[config.mk]
export PLATFORM = sky130hd
export DESIGN_NAME = booth_prod_acc
export DESIGN_NICKNAME = d
export VERILOG_FILES = /design/src/rtl/booth_pkg.sv /design/src/rtl/booth_acc_add.sv /design/src/rtl/booth_prod_acc.sv
export SDC_FILE = /design/constraint.sdc
export NUM_CORES = 1
export LEC_CHECK = 0
export ABC_AREA = 1
export CAP_MARGIN = 10
export CELL_PAD_IN_SITES_DETAIL_PLACEMENT = 1
export CELL_PAD_IN_SITES_GLOBAL_PLACEMENT = 2
export CORE_MARGIN = 8
export CORE_UTILIZATION = 32
export CTS_BUF_LIST = sky130_fd_sc_hd__clkbuf_8
export DETAILED_ROUTE_END_ITERATION = 6
export PLACE_DENSITY = 0.84
export SKIP_CTS_REPAIR_TIMING = 1
export SYNTH_ARGS = -nofsm -noshare
export SYNTH_HDL_FRONTEND = slang
export SYNTH_SLANG_ARGS = --single-unit
[constraint.sdc]
create_clock -name clk -period 3.05 [get_ports clk]
set_input_delay 0.4575 -clock clk [delete_from_list [all_inputs] [get_ports clk]]
set_output_delay 0.4575 -clock clk [all_outputs]
set_load 0.05 [all_outputs]
[src/rtl/booth_pkg.sv]
// Shared types and arithmetic for the Booth product accumulator.
// Build option BOOTH_ACC_SAT_EN: saturate instead of wrapping on signed overflow.
package booth_pkg;

  typedef enum logic {
    ACCUM = 1'b0,
    HOLD  = 1'b1
  } state_e;

  localparam int PW_DEF    = 8;
  localparam int ACC_W_DEF = 16;
  // Internal working width; accumulator widths up to MAX_W-1 are supported.
  localparam int MAX_W     = 64;

  typedef struct packed {
    logic                    ovf;
    logic signed [MAX_W-1:0] sum;
  } add_res_t;

  // a and b are already sign-extended from w bits; the sum is exact in MAX_W bits,
  // so it overflows w bits exactly when it leaves the w-bit signed range.
  function automatic add_res_t sat_add(input logic signed [MAX_W-1:0] a,
                                       input logic signed [MAX_W-1:0] b,
                                       input int                      w);
    logic signed [MAX_W-1:0] hi;
    logic signed [MAX_W-1:0] lo;
    logic signed [MAX_W-1:0] s;
    add_res_t                r;
    hi    = (64'sd1 <<< (w - 1)) - 64'sd1;
    lo    = -hi - 64'sd1;
    s     = a + b;
    r.ovf = (s > hi) || (s < lo);
    r.sum = s;
`ifdef BOOTH_ACC_SAT_EN
    if (r.ovf) r.sum = a[MAX_W-1] ? lo : hi;
`endif
    return r;
  endfunction

endpackage

[src/rtl/booth_acc_add.sv]
// Combinational sign-extend / add / overflow / optional clamp for one product term.
module booth_acc_add
  import booth_pkg::*;
#(
  parameter int PW    = PW_DEF,
  parameter int ACC_W = ACC_W_DEF
) (
  input  logic [ACC_W-1:0] acc_in,
  input  logic [PW-1:0]    prod,
  output logic [ACC_W-1:0] sum,
  output logic             ovf
);

  logic signed [MAX_W-1:0] a_ext;
  logic signed [MAX_W-1:0] b_ext;
  add_res_t                res;
  logic                    unused_hi;

  always_comb begin
    a_ext = MAX_W'($signed(acc_in));
    b_ext = MAX_W'($signed(prod));
    res   = sat_add(a_ext, b_ext, ACC_W);
    sum   = res.sum[ACC_W-1:0];
    ovf   = res.ovf;
  end

  assign unused_hi = ^res.sum[MAX_W-1:ACC_W];

endmodule

[src/rtl/booth_prod_acc.sv]
// Accumulates up to N_TERMS signed products per block and holds each block result
// on a registered valid/ready port. Build option BOOTH_ACC_SAT_EN selects saturation.
module booth_prod_acc
  import booth_pkg::*;
#(
  parameter int  PW      = PW_DEF,
  parameter int  ACC_W   = ACC_W_DEF,
  parameter int  N_TERMS = 4,
  localparam int CW      = $clog2(N_TERMS + 1)
) (
  input  logic             clk,
  input  logic             rst_n,
  input  logic             in_valid,
  output logic             in_ready,
  input  logic [PW-1:0]    in_prod,
  input  logic             in_last,
  output logic             out_valid,
  input  logic             out_ready,
  output logic [ACC_W-1:0] out_acc,
  output logic [CW-1:0]    out_count,
  output logic             out_ovf
);

  // Handshake: a term transfers on a rising clk edge when in_valid && in_ready;
  // a result transfers when out_valid && out_ready. In HOLD, in_ready follows
  // out_ready combinationally so a drain and a new first term share one edge.

  state_e             state_q, state_d;
  logic [ACC_W-1:0]   acc_q, acc_d;
  logic [CW-1:0]      cnt_q, cnt_d;
  logic               ovf_q, ovf_d;
  logic               out_valid_q, out_valid_d;
  logic [ACC_W-1:0]   out_acc_q, out_acc_d;
  logic [CW-1:0]      out_count_q, out_count_d;
  logic               out_ovf_q, out_ovf_d;

  logic [ACC_W-1:0]   add_base;
  logic [ACC_W-1:0]   add_sum;
  logic               add_ovf;
  logic               closes;

  // A term taken while draining starts a fresh block, so it adds to zero.
  assign add_base = (state_q == HOLD) ? '0 : acc_q;

  booth_acc_add #(
    .PW    (PW),
    .ACC_W (ACC_W)
  ) u_add (
    .acc_in (add_base),
    .prod   (in_prod),
    .sum    (add_sum),
    .ovf    (add_ovf)
  );

  always_comb begin
    state_d     = state_q;
    acc_d       = acc_q;
    cnt_d       = cnt_q;
    ovf_d       = ovf_q;
    out_valid_d = out_valid_q;
    out_acc_d   = out_acc_q;
    out_count_d = out_count_q;
    out_ovf_d   = out_ovf_q;
    in_ready    = 1'b0;
    closes      = 1'b0;
    case (state_q)
      ACCUM: begin
        in_ready = 1'b1;
        if (in_valid) begin
          acc_d  = add_sum;
          cnt_d  = cnt_q + CW'(1);
          ovf_d  = ovf_q | add_ovf;
          closes = (cnt_d == CW'(N_TERMS)) || in_last;
        end
      end
      HOLD: begin
        in_ready = out_ready;
        if (out_ready) begin
          state_d     = ACCUM;
          out_valid_d = 1'b0;
          acc_d       = '0;
          cnt_d       = '0;
          ovf_d       = 1'b0;
          if (in_valid) begin
            acc_d  = add_sum;
            cnt_d  = CW'(1);
            ovf_d  = add_ovf;
            closes = (cnt_d == CW'(N_TERMS)) || in_last;
          end
        end
      end
      default: ;
    endcase
    if (closes) begin
      state_d     = HOLD;
      out_valid_d = 1'b1;
      out_acc_d   = acc_d;
      out_count_d = cnt_d;
      out_ovf_d   = ovf_d;
    end
  end

  always_ff @(posedge clk or negedge rst_n) begin
    if (!rst_n) begin
      state_q     <= ACCUM;
      acc_q       <= '0;
      cnt_q       <= '0;
      ovf_q       <= 1'b0;
      out_valid_q <= 1'b0;
      out_acc_q   <= '0;
      out_count_q <= '0;
      out_ovf_q   <= 1'b0;
    end else begin
      state_q     <= state_d;
      acc_q       <= acc_d;
      cnt_q       <= cnt_d;
      ovf_q       <= ovf_d;
      out_valid_q <= out_valid_d;
      out_acc_q   <= out_acc_d;
      out_count_q <= out_count_d;
      out_ovf_q   <= out_ovf_d;
    end
  end

  assign out_valid = out_valid_q;
  assign out_acc   = out_acc_q;
  assign out_count = out_count_q;
  assign out_ovf   = out_ovf_q;

endmodule

# After elaboration in Yosys (flattened, before gate mapping)
# Index checks and enable logic that the tools add are counted.
# op_classes
add_sub_neg	2
n_lt_le_gt_ge	2
eq_ne	1
n_mux	24
bitwise_logic	2
n_reduce_logical	5
# op_table
op	n
> comparator 64 x 16 -> 1 bit (second input constant)	1
< comparator 64 x 16 -> 1 bit (second input constant)	1
2-to-1 mux 16 bit	4
one-hot mux 16 bit (2 select lines)	1
adder 16 x 8 -> 17 bit	1
2-to-1 mux 1 bit	13
2-to-1 mux 3 bit	2
one-hot mux 1 bit (2 select lines)	3
one-hot mux 3 bit (2 select lines)	1
nonzero test 2 bit	2
adder 3 x 1 -> 3 bit (second input constant)	1
equality test 3 bit (second input constant)	1
logical OR 1 bit	2
AND reduction 2 bit	1
inverter 1 bit	1
OR 1 bit	1
# totals
register_bits	42
out_inout_bits	22

# Depth between registers and ports, before layout
# Gate-level depths: netlist of the first run.
# depth
ltp_word	7
mapped_depth	17

# Cells and area by module
# Synthesis of the first run repeated with hierarchy kept, for this count alone.
# unflattened
hier_cells	391
area_unflattened_um2	2961.6
# modules_own_cells
mod	instances	cells_each	area_each_um2
booth_prod_acc	1	224	2040.7
booth_acc_add	1	167	920.9

# Worst setup path after synthesis of the first run
# No wires, ideal clock.
# synth_timing
kind	reg2reg
from	register state_q
to	register out_ovf_q, in the netlist out_ovf
setup_time_ns	0.118
arrival_ns	2.151
required_ns	2.932
slack_ns	0.781
path_stages_with_launch	16
synth_period_minus_slack_ns	2.269
cell_sequence	dfrtp_1 -> buf_2 -> buf_1 -> nor2_1 -> ha_1 -> fa_1 -> nand2_1 -> nand2_2 -> nand3_2 -> nand2_2 -> a21oi_1 -> nand2_1 -> nand3_1 -> nand2_2 -> nand2_1 -> nand2_1
# synth_via
elab_chain_cells	7
# synth_rtl
item	line_no	source
start: declaration	booth_prod_acc.sv:28	state_e state_q, state_d;
start signal: assignment	booth_prod_acc.sv:114	state_q <= state_d;
2-to-1 mux 16 bit	booth_prod_acc.sv:43	assign add_base = (state_q == HOLD) ? '0 : acc_q;
adder 16 x 8 -> 17 bit	booth_pkg.sv:31	s = a + b;
> comparator 64 x 16 -> 1 bit or < comparator 64 x 16 -> 1 bit (tied branches)	booth_pkg.sv:32	r.ovf = (s > hi) || (s < lo);
logical OR 1 bit	booth_pkg.sv:32	
2-to-1 mux 1 bit or OR 1 bit (tied branches)	booth_prod_acc.sv:84, booth_prod_acc.sv:72	
2-to-1 mux 1 bit (on tied branches)	booth_prod_acc.sv:78, booth_prod_acc.sv:69	
one-hot mux 1 bit (2 select lines) *	booth_prod_acc.sv:66	case (state_q)
named net ovf_d	booth_prod_acc.sv:31	logic ovf_q, ovf_d;
end signal: assignment	booth_prod_acc.sv:121	out_ovf_q <= out_ovf_d;
end: declaration	booth_prod_acc.sv:35	logic out_ovf_q, out_ovf_d;
# The timed path passes the listed nets; every way through them passes the cells marked *.
# A chain may end at the register's enable or synchronous reset.

# Final worst setup path of the first run
# layout_timing
from	register state_q
to	output in_ready
# layout_via
elab_chain_cells	2
# layout_rtl
item	line_no	source
inverter 1 bit	-	
one-hot mux 1 bit (2 select lines) *	booth_prod_acc.sv:66	
end: declaration	booth_prod_acc.sv:14	output logic in_ready,
# Mark *: on every way between the ends. The rest lies on a longest branch, timed or not.

==> results.yml, run 1 <==
status:
  status: "complete, no violations"
cts:
  cts_sinks: 42
  clkTransAtPathRegs_ns: 0.08
  cts_buffer_depth: 2
  cts_buffers: 5
  cts_tree: "yes"
  cts_root_buf: "clkbuf_8"
  clkLatencyLatePin_ns: 0.29
  ctsHtreeMaxLevel: 2
worst_setup_path:
  reg2regPathDepth: 14
  cp-end-kind: "primary output"
  critPathMaxFanout: 11
  r2r_slack_ns: 0.63
  crit_required_ns: 2.59
  r2r_end: "out_ovf$_DFFE_PN0P_"
  start_kind: "register"
  worstSetupPathType: "reg -> out"
  cp.arrival_ns: 2.02
  crit-reg2reg-launch: "state_q$_DFF_PN0_"
layout:
  layout-drive-gt1-share_pct: 10.79
  diodes: 0
  fin_util_pct: 39.85
  fill_cells: 1051
  final_area_um2: 3291
  final_nets: 448
  fin_cells: 522
  synthToLayoutAreaGrowth_pct: 20.48
placement:
  io_buffers: 34
  hpwlAfterDp_mm: 5.975
  dp_cells: 514
  routabilityCongestion: 0.8609
  dp_slack_ns: 0.4147
  place_area_um2: 3184
floorplan:
  row_count: 33
  core-area_um2: 8258
  ios: 35
  die_h_um: 108.4
  die_width_um: 108.4
  initial_utilization_pct: 33.08
  die_area_um2: 11750
grt:
  grt_usage_pct: 13.81
  grt_pass1_vias: 2602
  antenna_found_initial: 0
  grt_start_max_net_pins: 43
  grt_pass1_wl_mm: 13.04
  grt_overflow: 0
drt:
  drtIter0Drc: 37
  dr_total_vias: 2458
  firstDrtPassIters: 4
  antenna_left: 0
  finalWirelength_mm: 7.605
  drc: 0
  vias_per_cell: 4.709
  routedWlPerCell_um: 14.57
power:
  swShare_pct: 49.65
  pwr-share-comb_pct: 60.2
  ir_worst_vdd_uv: 580.0
  p_per_area_nw_per_um2: 1050
  seq_power_share_pct: 27.3
  p_sw_mw: 1.716
  p_clk_share_pct: 12.6
  finalPower_mw: 3.457
  p_int_mw: 1.740
  p_leak_nw: 1.791
timing:
  tightest_slew_ns: 0.9747
  report.final.slew_viol_count: 0
  whs_ns: 0.3021
  rsz0062_at_grt: "no"
  final.min_clock_period_ns: 2.474
  skew_ns: 0.002993
  post-route-period-util_pct: 81.11
  hold_viol: 0
  slew_headroom_pct: 35.02
  clock.fmax_mhz: 404.2
  setup_tns_ns: 0
  worst_slack_ns: 0.5761
  setup_violations: 0
synth:
  synth_area_per_cell_um2: 7.207
  synth-seq-area-share_pct: 38.48
  synth.area.top_cells: "dfrtp_1, nand2_1, ha_1, inv_1, nor2_1"
  synth_edf_count: 0
  syn-cell-area_um2: 2731
  ys_warn_count: 0
  synth_common_cells: "nand2_1, inv_1, dfrtp_1"
  post-synth-top-count-cell: "nand2_1"
  synth_nets: 411
  async_flop_share_pct: 100.0
  synth_seq_cells: 42
  synth_cell_types: 30
  synth_cells: 379
  yosysTopAreaCell: "dfrtp_1"
  synth_flop_cell: "dfrtp_1"
  synth_top_area_share_pct: 38.48
worst_hold_path:
  worstHoldPathType: "in -> async"
flow_run:
  drv_cap: 0
==> power groups by stage <==
| stage | clock network, mW | logic, mW | registers, mW |
|---|---|---|---|
| CTS | 0.451 | 2.11 | 0.945 |
| floorplan | 0 | 1.04 | 1.38 |
| detailed placement | 0 | 2.10 | 0.952 |
| global placement | 0 | 2.06 | 0.945 |
| finish | 0.434 | 2.08 | 0.942 |
| global route | 0.466 | 2.30 | 0.975 |
==> cell families after synthesis <==
kind of cell             Yosys count  share of synthesized area (%)
AND/OR/NAND/NOR                  215                          32.89
buffers and inverters             63                          9.116
flip-flops                        42                          38.48
AO/OA/AOI/OAI                     38                          9.895
adder cells (fa/ha/maj)           19                          8.979
XOR/XNOR                           2                         0.6414
==> worst max-delay path, cell delays in order (launching register included) <==
cell and delay, ns:
dfrtp_1 0.63, inv_1 0.12, nor2_1 0.18, inv_1 0.08, clkdlybuf4s50_1 0.71
==> cell type report <==
class	instances	area (um2)	share of cell area [%]
inverters	56	212.7	6.464
repair buffers	37	357.8	10.87
multi-input cells	274	1431	43.50
well taps	105	131.4	3.992
clock inverters	3	37.54	1.141
clock buffers	5	68.82	2.091
flip-flops and latches	42	1051	31.94
==> state kept, by name, indices dropped and copies added, names as in the netlist <==
| name | flops |
|---|---|
| out_acc | 16 |
| out_valid | 1 |
| out_ovf | 1 |
| acc_q | 16 |
| cnt_q | 3 |
| out_count | 3 |
| state_q | 1 |
| ovf_q | 1 |
==> cell usage in the layout (no fill, tap or decap), types with 2 or more instances in the layout <==
cell	instances
nand2_1	153
inv_1	53
dfrtp_1	42
clkdlybuf4s50_1	33
nor2_1	31
ha_1	18
a21oi_1	16
nand3_1	11
nand2_2	9
o21ai_2	9
o21ai_0	5
clkbuf_8	5
inv_2	4
nand3b_1	3
buf_4	3
o21bai_1	2
a21oi_2	2
o32ai_2	2
xnor2_1	2
nor3_2	2
==> layer usage <==
metal	share of wire, %	up-vias	wire, um	GRT usage [%]
met5	0	-	0	0
met4	1.2	0	91	4.106
met3	2.8	7	215	1.904
met2	46	27	3535	22.49
met1	49	1180	3763	18.55
li1	-	1244	-	-
==> worst max path at each step <==
stage                            startpoint                       to  slack [ns]  depth (start not counted)
after detailed placement         in_prod[7]  out_acc[12]$_DFFE_PN0P_        0.41                         13
after floorplan           state_q$_DFF_PN0_      out_ovf$_DFFE_PN0P_        0.78                         15
final                     state_q$_DFF_PN0_                 in_ready        0.58                          4
after global placement           in_prod[7]  out_acc[12]$_DFFE_PN0P_        0.45                         13
after CTS                 state_q$_DFF_PN0_                 in_ready        0.54                          4
after global routing      state_q$_DFF_PN0_  out_acc[14]$_DFFE_PN0P_        0.38                         14
(Power assumes the default switching activity.)
==> run 2: changes to the inputs <==
--- a/config.mk
+++ b/config.mk
@@ -10,10 +10,10 @@
 export CELL_PAD_IN_SITES_DETAIL_PLACEMENT = 1
 export CELL_PAD_IN_SITES_GLOBAL_PLACEMENT = 2
 export CORE_MARGIN = 8
-export CORE_UTILIZATION = 32
+export CORE_UTILIZATION = 29
 export CTS_BUF_LIST = sky130_fd_sc_hd__clkbuf_8
 export DETAILED_ROUTE_END_ITERATION = 6
-export PLACE_DENSITY = 0.84
+export PLACE_DENSITY = 0.8
 export SKIP_CTS_REPAIR_TIMING = 1
 export SYNTH_ARGS = -nofsm -noshare
 export SYNTH_HDL_FRONTEND = slang
==> constraint.sdc (replaced) <==
create_clock -name clk -period 2.1 [get_ports clk]
set_input_delay 0.315 -clock clk [delete_from_list [all_inputs] [get_ports clk]]
set_output_delay 0.315 -clock clk [all_outputs]
set_load 0.05 [all_outputs]
==> run 2 against run 1 <==
Net effect:
- combinational power increased by 100%
- flip-flop and latch count unchanged
- non-clock buffer count increased by 39
- highest routed layer unchanged
==> results.yml, run 2 (same netlist as run 1, synthesis figures left out) <==
drt:
  drtIter0Drc: 76
  antenna_left: 0
  drc: 0
  vias_per_cell: 4.607
  finalWirelength_mm: 8.351
  routedWlPerCell_um: 14.73
  dr_total_vias: 2612
  firstDrtPassIters: 4
cts:
  cts_tree: "yes"
  clkLatencyLatePin_ns: 0.30
  cts_sinks: 42
  cts_root_buf: "clkbuf_8"
  clkTransAtPathRegs_ns: 0.08
  ctsHtreeMaxLevel: 2
  cts_buffer_depth: 2
  cts_buffers: 5
power:
  finalPower_mw: 6.071
  p_per_area_nw_per_um2: 1469
  ir_worst_vdd_uv: 733.1
  p_leak_nw: 2.048
worst_setup_path:
  startpoint: "state_q$_DFF_PN0_"
  crit_required_ns: 2.29
  r2r_slack_ns: 0.05
  critPathMaxFanout: 6
  start_kind: "register"
  path_buf_inv: 3
  endpoint: "out_acc[9]$_DFFE_PN0P_"
  cp_top_family: "simple AND/OR/NAND/NOR gates"
  critical-path-max-stage-delay_ns: 0.50
  slowest_stage: "dfrtp_2"
  path_common_cell: "nand2_2"
  cp.depth: 13
  crit-reg2reg-launch: "state_q$_DFF_PN0_"
  cp.arrival_ns: 2.24
  reg2regPathDepth: 13
  worstSetupPathType: "reg -> reg"
  crit_chain: "clkbuf_16, nor2_4, ha_4, nand2_2, nand2_2, a21oi_2, buf_4, buf_6, nand3b_1, nand3_2, nand2_2, nand2_1, nand2_1"
  cp-end-kind: "register"
  r2r_end: "out_acc[9]$_DFFE_PN0P_"
grt:
  antenna_found_initial: 0
  grt_overflow: 0
  grt_pass1_vias: 2805
  grt_use_met3_pct: 1.757
  grtUsageMet1_pct: 15.85
  use_met2_pct: 21.51
  busiest_layer: "met2"
  grt_pass1_wl_mm: 13.34
  grt_usage_pct: 12.68
  grt_start_max_net_pins: 23
timing:
  tightest_slew_ns: 0.5132
  report.final.slew_viol_count: 0
  final.min_clock_period_ns: 2.053
  post-route-period-util_pct: 97.78
  slew_headroom_pct: 65.68
  setup_violations: 0
  skew_ns: 0.007196
  whs_ns: 0.4293
  rsz0062_at_grt: "yes"
  worst_slack_ns: 0.04665
  hold_viol: 0
  clock.fmax_mhz: 487.0
layout:
  layout-drive-gt1-share_pct: 39.47
  regArea_um2: 1052
  final_nets: 487
  synthToLayoutAreaGrowth_pct: 51.26
  final_common_cell: "nand2_1"
  final_area_um2: 4131
  most-common-layout-cells: "nand2_1, inv_1, nand2_2"
  fill_cells: 1111
  multiInputGateArea_um2: 1944
  diodes: 0
floorplan:
  ios: 35
  die_h_um: 113.1
  core-area_um2: 9196
  row_count: 35
  initial_utilization_pct: 29.70
  die_width_um: 113.1
  die_area_um2: 12780
placement:
  hpwlAfterDp_mm: 6.124
  place_area_um2: 3420
  io_buffers: 34
  routabilityCongestion: 0.7772
  dp_slack_ns: -0.2751
status:
  status: "complete, no violations"
worst_hold_path:
  worstHoldPathType: "in -> async"
flow_run:
  drv_cap: 0
-- run 2: changes by cell type in the layout (fill, tap and decap cells not counted), sizes merged --
cell / delta
buf: +38
bufinv: -1
clkbuf: +2
clkdlybuf4s50: -1
clkinv: +1
dlygate4sd3: +1
inv: -1
-- run 2: worst min-delay path by stage --
| stage | start | to | slack [ns] | cells past startpoint |
|---|---|---|---|---|
| 2_1_floorplan | rst_n | acc_q[0]$_DFF_PN0_ | 0.02 | 0 |
| 3_3_place_gp | rst_n | out_acc[4]$_DFFE_PN0P_ | 0.21 | 1 |
| 3_5_place_dp | rst_n | out_acc[2]$_DFFE_PN0P_ | 0.22 | 1 |
| 4_1_cts | rst_n | out_acc[2]$_DFFE_PN0P_ | -0.11 | 1 |
| 5_1_grt | rst_n | out_acc[3]$_DFFE_PN0P_ | 0.46 | 2 |
| 6_report | rst_n | out_acc[3]$_DFFE_PN0P_ | 0.43 | 2 |
-- run 2: cell type report --
class / count / share of cell area [%]
well taps: 111 / 3.362
inverters: 56 / 5.148
clock inverters: 2 / 0.2120
clock buffers: 6 / 1.999
multi-input cells: 274 / 47.06
flip-flops and latches: 42 / 25.47
repair buffers: 76 / 16.75
-- run 2: worst register-to-register path, delay by kind of cell (launching register included) --
kind	cells	cell delay, ns
AO/OA/AOI/OAI	1	0.17
buffers and inverters	3	0.42
flip-flops	1	0.50
adder cells (fa/ha/maj)	1	0.23
AND/OR/NAND/NOR	8	0.63
-- run 2: stage by stage --
stage                     TNS [ns]  std cells  util (%)
after floorplan                  0        379         -
after global placement      -2.365        549     37.18
after detailed placement    -3.159        549     37.18
after CTS                  -0.3488        557     38.18
after global routing       -0.3646        567     44.93
final                            0        567     44.93
-- run 2: layer usage --
| metal | vias up | wire length (um) |
|---|---|---|
| met5 | - | 0 |
| met4 | 0 | 127 |
| met3 | 7 | 187 |
| met2 | 22 | 4217 |
| met1 | 1263 | 3819 |
| li1 | 1320 | - |
-- run 2: where the power goes --
part,total (mW),switching (mW),internal (mW)
combinational,4.17,2.50,1.67
sequential,1.36,0.183,1.18
clock,0.535,0.274,0.260
